### config.mk
export PLATFORM = sky130hd
export DESIGN_NAME = ad7266_scan_ctrl
export DESIGN_NICKNAME = d
export VERILOG_FILES = /design/src/rtl/ad7266_scan_ctrl.sv
export SDC_FILE = /design/constraint.sdc
export NUM_CORES = 1
export LEC_CHECK = 0
export CORE_MARGIN = 2
export CORE_UTILIZATION = 45
export CTS_CLUSTER_SIZE = 24
export DETAILED_ROUTE_END_ITERATION = 12
export PLACE_DENSITY = 0.8
export REMOVE_ABC_BUFFERS = 1
export SLEW_MARGIN = 5
export SYNTH_ARGS = -nofsm -noshare
export SYNTH_HDL_FRONTEND = slang
export SYNTH_SLANG_ARGS = --single-unit
### constraint.sdc
create_clock -name SCLK -period 3.75 [get_ports SCLK]
set_input_delay 0.5625 -clock SCLK [delete_from_list [all_inputs] [get_ports SCLK]]
set_output_delay 0.5625 -clock SCLK [all_outputs]
set_load 0.05 [all_outputs]
### src/rtl/ad7266_scan_ctrl.sv
// AD7266 channel sequencer: steps the mux address over the enabled channel mask,
// runs one conversion per channel and hands the packed A/B result pair downstream.
module ad7266_scan_ctrl #(
    parameter int SETUP_CYC   = 2,
    parameter int TIMEOUT_CYC = 64,
    parameter int NUM_CH      = 6
) (
    input  logic              SCLK,
    input  logic              rst_n,
    input  logic              i_enable,
    input  logic [NUM_CH-1:0] i_ch_mask,
    input  logic              i_range_sel,
    input  logic              i_diff_mode,
    input  logic [15:0]       i_interval,
    output logic              o_ad_go,
    input  logic              i_ad_done,
    input  logic [15:0]       i_ad_dataa,
    input  logic [15:0]       i_ad_datab,
    output logic [2:0]        o_a_sel,
    output logic              o_range,
    output logic              o_sgl_difn,
    output logic              o_out_valid,
    input  logic              i_out_ready,
    output logic [31:0]       o_out_data,
    output logic              o_scan_done,
    output logic              o_timeout_err,
    output logic              o_busy,
    output logic [2:0]        o_state
);

    typedef enum logic [2:0] {
        S_IDLE  = 3'd0,
        S_SETUP = 3'd1,
        S_CONV  = 3'd2,
        S_PUSH  = 3'd3,
        S_WAIT  = 3'd4
    } state_t;

    localparam logic [NUM_CH-1:0] DIFF_MASK = NUM_CH'(7);

    state_t            r_state;
    state_t            w_state_nxt;
    logic [15:0]       r_cnt;
    logic [NUM_CH-1:0] r_mask;
    logic              r_range;
    logic              r_diff;
    logic [2:0]        r_ch;
    logic [31:0]       r_out_data;
    logic              r_scan_done;
    logic              r_timeout_err;

    logic [NUM_CH-1:0] w_eff_mask;
    logic [2:0]        w_first_ch;
    logic [2:0]        w_next_ch;
    logic              w_wrap;
    logic              w_start;
    logic              w_setup_end;
    logic              w_conv_tmo;
    logic              w_wait_end;
    logic              w_relatch;
    logic              w_unused;

    function automatic logic [2:0] lowest_ch(input logic [NUM_CH-1:0] mask);
        lowest_ch = '0;
        for (int i = NUM_CH - 1; i >= 0; i--) begin
            if (mask[i]) lowest_ch = 3'(i);
        end
    endfunction

    // Differential mode only has pairs on channels 0..2.
    assign w_eff_mask  = i_diff_mode ? (i_ch_mask & DIFF_MASK) : i_ch_mask;
    assign w_first_ch  = lowest_ch(w_eff_mask);
    assign w_start     = i_enable && (w_eff_mask != '0);
    assign w_setup_end = (r_cnt == 16'(SETUP_CYC - 1));
    assign w_conv_tmo  = (r_cnt == 16'(TIMEOUT_CYC - 1));
    assign w_wait_end  = (r_cnt == i_interval);
    assign w_unused    = &{1'b0, i_ad_dataa[15:12], i_ad_datab[15:12]};

    // Next higher set bit of the latched mask; wrap when none is left.
    always_comb begin
        w_wrap    = 1'b1;
        w_next_ch = lowest_ch(r_mask);
        for (int i = NUM_CH - 1; i >= 0; i--) begin
            if (r_mask[i] && (3'(i) > r_ch)) begin
                w_next_ch = 3'(i);
                w_wrap    = 1'b0;
            end
        end
    end

    // A new scan re-samples mask/range/mode, either from IDLE or on wrap.
    assign w_relatch = ((r_state == S_IDLE) && w_start) ||
                       ((r_state == S_WAIT) && i_enable && w_wait_end && w_wrap && w_start);

    always_ff @(posedge SCLK or negedge rst_n) begin
        if (!rst_n) r_state <= S_IDLE;
        else        r_state <= w_state_nxt;
    end

    always_comb begin
        w_state_nxt = r_state;
        case (r_state)
            S_IDLE:  if (w_start) w_state_nxt = S_SETUP;
            S_SETUP: if (w_setup_end) w_state_nxt = S_CONV;
            S_CONV: begin
                if (i_ad_done)       w_state_nxt = S_PUSH;
                else if (w_conv_tmo) w_state_nxt = S_WAIT;
            end
            S_PUSH:  if (i_out_ready) w_state_nxt = S_WAIT;
            S_WAIT: begin
                if (!i_enable)       w_state_nxt = S_IDLE;
                else if (w_wait_end) w_state_nxt = (w_wrap && !w_start) ? S_IDLE : S_SETUP;
            end
            default: w_state_nxt = S_IDLE;
        endcase
    end

    // Output handshake: o_out_valid holds with o_out_data stable until a cycle in
    // which o_out_valid && i_out_ready; that cycle is the transfer.
    always_comb begin
        o_ad_go     = (r_state == S_CONV);
        o_out_valid = (r_state == S_PUSH);
        o_busy      = (r_state != S_IDLE);
        o_state     = r_state;
    end

    always_ff @(posedge SCLK or negedge rst_n) begin
        if (!rst_n) begin
            r_cnt <= '0;
        end else if (w_state_nxt != r_state) begin
            r_cnt <= '0;
        end else if ((r_state == S_SETUP) || (r_state == S_CONV) || (r_state == S_WAIT)) begin
            r_cnt <= r_cnt + 16'd1;
        end
    end

    always_ff @(posedge SCLK or negedge rst_n) begin
        if (!rst_n) begin
            r_mask        <= '0;
            r_range       <= 1'b0;
            r_diff        <= 1'b0;
            r_ch          <= '0;
            r_out_data    <= '0;
            r_scan_done   <= 1'b0;
            r_timeout_err <= 1'b0;
        end else begin
            if (w_relatch) begin
                r_mask  <= w_eff_mask;
                r_range <= i_range_sel;
                r_diff  <= i_diff_mode;
                r_ch    <= w_first_ch;
            end else if ((r_state == S_WAIT) && i_enable && w_wait_end) begin
                r_ch <= w_next_ch;
            end
            if ((r_state == S_CONV) && i_ad_done) begin
                r_out_data <= {r_ch, 1'b0, i_ad_dataa[11:0], r_ch, 1'b1, i_ad_datab[11:0]};
            end
            // Only an accepted word on the last channel completes a scan.
            r_scan_done <= (r_state == S_PUSH) && i_out_ready && w_wrap;
            if ((r_state == S_CONV) && !i_ad_done && w_conv_tmo) r_timeout_err <= 1'b1;
            else if (!i_enable)                                 r_timeout_err <= 1'b0;
        end
    end

    assign o_a_sel       = r_ch;
    assign o_range       = r_range;
    assign o_sgl_difn    = ~r_diff;
    assign o_out_data    = r_out_data;
    assign o_scan_done   = r_scan_done;
    assign o_timeout_err = r_timeout_err;

endmodule

==> summary.txt <==
Global route
  – Gr ovfl total: 0
  – Global-route usage over all layers: 0.1993
  – Initial antenna violation count: 0
  – Largest net degree at the start of global routing: 38
  – Global-route wire length before repair: 13250 um
  – Vias in the first global route: 2671

Cells and area
  – Most frequent cells in the layout: clkdlybuf4s50_1, dfrtp_1, nor2_1
  – Ant diodes: 0
  – Commonest non-fill, non-tap cell in the layout: clkdlybuf4s50_1
  – Area Overhead vs Synth: 35.14%
  – Post-layout net count: 464
  – Non-Filler Instances: 505
  – Fill count: 578
  – Fraction of layout cells with a size suffix above 1: 0.1700

Pwr
  – Switch share: 0.4787
  – Max IR drop VDD: 0.3585 mV
  – Power Density: 860.3 nW/um^2
  – Pleak: 1.887 nW
  – Internal power: 2.080 mW
  – Clock power share: 0.164
  – Final Power: 3.990 mW
  – P_sw: 1.910 mW
  – Comb pwr share: 0.561
  – Reg power frac: 0.275

Die
  – I/O pin total: 106
  – Vert. Die Dim: 91.33 um
  – Row count: 31
  – Starting Density: 0.4682
  – Total core area: 7331 sq um
  – Die span in x: 91.33 um
  – Die ar.: 8341 sq um

Clocking
  – Cts repair resizes: 0
  – CTS buffer count: 9
  – H-tree depth: 3
  – Later-pin clock latency in the skew report: 0.35 ns
  – TritonCTS clock tree: yes
  – Clock transition at the registers of the reported paths: 0.07 ns
  – Setup bufs post-CTS: 0
  – Root buf cell: clkbuf_8
  – Bufs on Longest Clock Path: 2
  – Clock Sinks: 60
  – Hold-fix buffers, CTS: 0

Setup path
  – CP max FO: 9
  – Data required, critical path: 3.19 ns
  – Worst Path Arrival: 2.25 ns
  – Reg2Reg Depth: 6
  – Kind of critical path: reg -> out
  – FF-to-FF End: r_cnt[13]$_DFFE_PN0P_
  – Reg-to-Reg Start: r_cnt[6]$_DFFE_PN0P_
  – Worst setup EP type: output pin
  – Reg2Reg Setup Slack: 1.35 ns
  – Type of origin of the critical path: flop

Logic synthesis
  – Syn. warnings: 0
  – #FFs+latches synth: 60
  – Unique cell type count in the Yosys netlist: 61
  – Synthesized cell area: 3432 sq um
  – Post-synth top flop: dfrtp_1
  – Synth area leaders: dfrtp_1, mux2_2, xor2_1
  – Top cell type's share of synthesized area: 0.4375
  – Yosys top cell by area: dfrtp_1
  – Synth Area per Inst: 11.11 sq um
  – Post-synth EDFFs: 0
  – Post-synthesis async set-or-reset flop share: 1.000
  – Register area share after synthesis: 0.4375
  – Mapped Cells: 309

Drt
  – DRC: 0
  – Final WL: 7905 um
  – Routed vias: 2722
  – Vias per cell: 5.390
  – DRT iter0 DRCs: 133
  – Remaining antenna violation count: 0
  – Routed len/inst: 15.65 um
  – TritonRoute pass-1 iters: 5

STA
  – Hold Fails Final Rpt: 0
  – Rel. slew slack: 0.4488
  – Clock Skews: 0.008024 ns
  – RSZ-0062 raised after global routing: false
  – Min cycle time layout: 2.812 ns
  – Achievable Freq: 0.3556 GHz
  – Final setup fails: 0
  – Final Cycle Share: 0.7499
  – Slew Viols, Final: 0
  – Worst slew pin tran: 0.8269 ns
  – Setup tns final: 0 ns

Placement
  – Placed insts: 489
  – Placed wire-length estimate: 5922 um
  – IO Port Bufs: 96
  – Final GP Congestion: 0.8364

Run status
  – Outcome: finished clean

Job
  – Max-cap violations: 0

Worst hold path
  – Min-Delay Path Class: in -> async
layer usage:
metal	share of wire	vias up	GRT usage
met5	0	-	0
met4	0.0072	0	0.04924
met3	0.048	4	0.05311
met2	0.52	85	0.3401
met1	0.42	1353	0.2520
li1	-	1280	-
cell families (layout without fill, tap and decap cells):
group                    count (synthesis)  count (layout)  share of synthesized area
adder cells (fa/ha/maj)                  2               2                   0.007290
AND/OR/NAND/NOR                        103             103                     0.2012
XOR/XNOR                                32              32                    0.08385
multiplexers                            36              36                     0.1178
other                                    1               1                   0.001093
buffers and inverters                   29             126                    0.04703
flip-flops                              60              60                     0.4375
AO/OA/AOI/OAI                           46              46                     0.1043
worst max-delay path by stage:
stage | from | to | depth (start not counted)
finish | o_state[1]$_DFF_PN0_ | o_ad_go | 4
global route | o_state[1]$_DFF_PN0_ | o_ad_go | 4
CTS | o_state[1]$_DFF_PN0_ | o_ad_go | 4
detailed placement | i_diff_mode | o_range$_DFFE_PN0N_ | 6
global placement | i_diff_mode | o_range$_DFFE_PN0N_ | 6
floorplan | o_state[0]$_DFF_PN0_ | r_cnt[0]$_DFFE_PN0P_ | 4
power by group through the flow:
stage,Combinational (mW),Sequential (mW),Clock (mW)
2_1_floorplan,0.816,1.78,0
3_3_place_gp,2.20,1.09,0
3_5_place_dp,2.25,1.11,0
4_1_cts,2.25,1.10,0.668
5_1_grt,2.35,1.14,0.703
6_report,2.24,1.10,0.655
sequential cells by signal, summed over array words and instances (netlist names):
register / count
o_a_sel: 3
o_out_data: 28
o_range: 1
o_scan_done: 1
o_state: 3
o_timeout_err: 1
r_cnt: 16
r_diff: 1
r_mask: 6
critical path: stages, from the launching register on:
cell             delay, ns
dfrtp_1               0.49
nor2b_1               0.32
nand2b_1              0.19
inv_1                 0.11
clkdlybuf4s50_1       0.80
stage by stage:
step	setup WS [ns]	hold WS, ns	area [sq um]	utilization
after CTS	0.9355	0.3450	4638	0.6327
after detailed placement	0.8654	0.4735	4414	0.6022
after global placement	0.9185	0.4502	4414	0.6022
after global routing	0.8114	0.3784	4638	0.6327
final	0.9378	0.3176	4638	0.6327
after floorplan	1.146	0.2669	3312	-
final cells by class:
| cell class | count | area (sq um) | share of cell area |
|---|---|---|---|
| Tap cell | 99 | 123.9 | 0.02671 |
| Timing Repair Buffer | 99 | 978.4 | 0.2110 |
| Multi-Input combinational cell | 220 | 1769 | 0.3814 |
| Inverter | 11 | 41.29 | 0.008902 |
| Clock inverter | 7 | 100.1 | 0.02158 |
| Clock buffer | 9 | 123.9 | 0.02671 |
| Sequential cell | 60 | 1501 | 0.3237 |
cells in the mapped netlist (all sizes together) (2+ instances only):
master	n
dfrtp	60
mux2	35
nor2	25
nor3	22
xor2	22
buf	14
a21oi	11
inv	11
nand2	10
nor4	10
xnor2	10
nand4	8
o21ai	8
nand3	7
nand2b	5
a21o	4
clkbuf	4
or2	4
nor2b	3
o221ai	3
ha	2
o211ai	2
o21ba	2
o21bai	2
o22ai	2
o311ai	2
No activity file was read; power rests on OpenSTA's default activity.
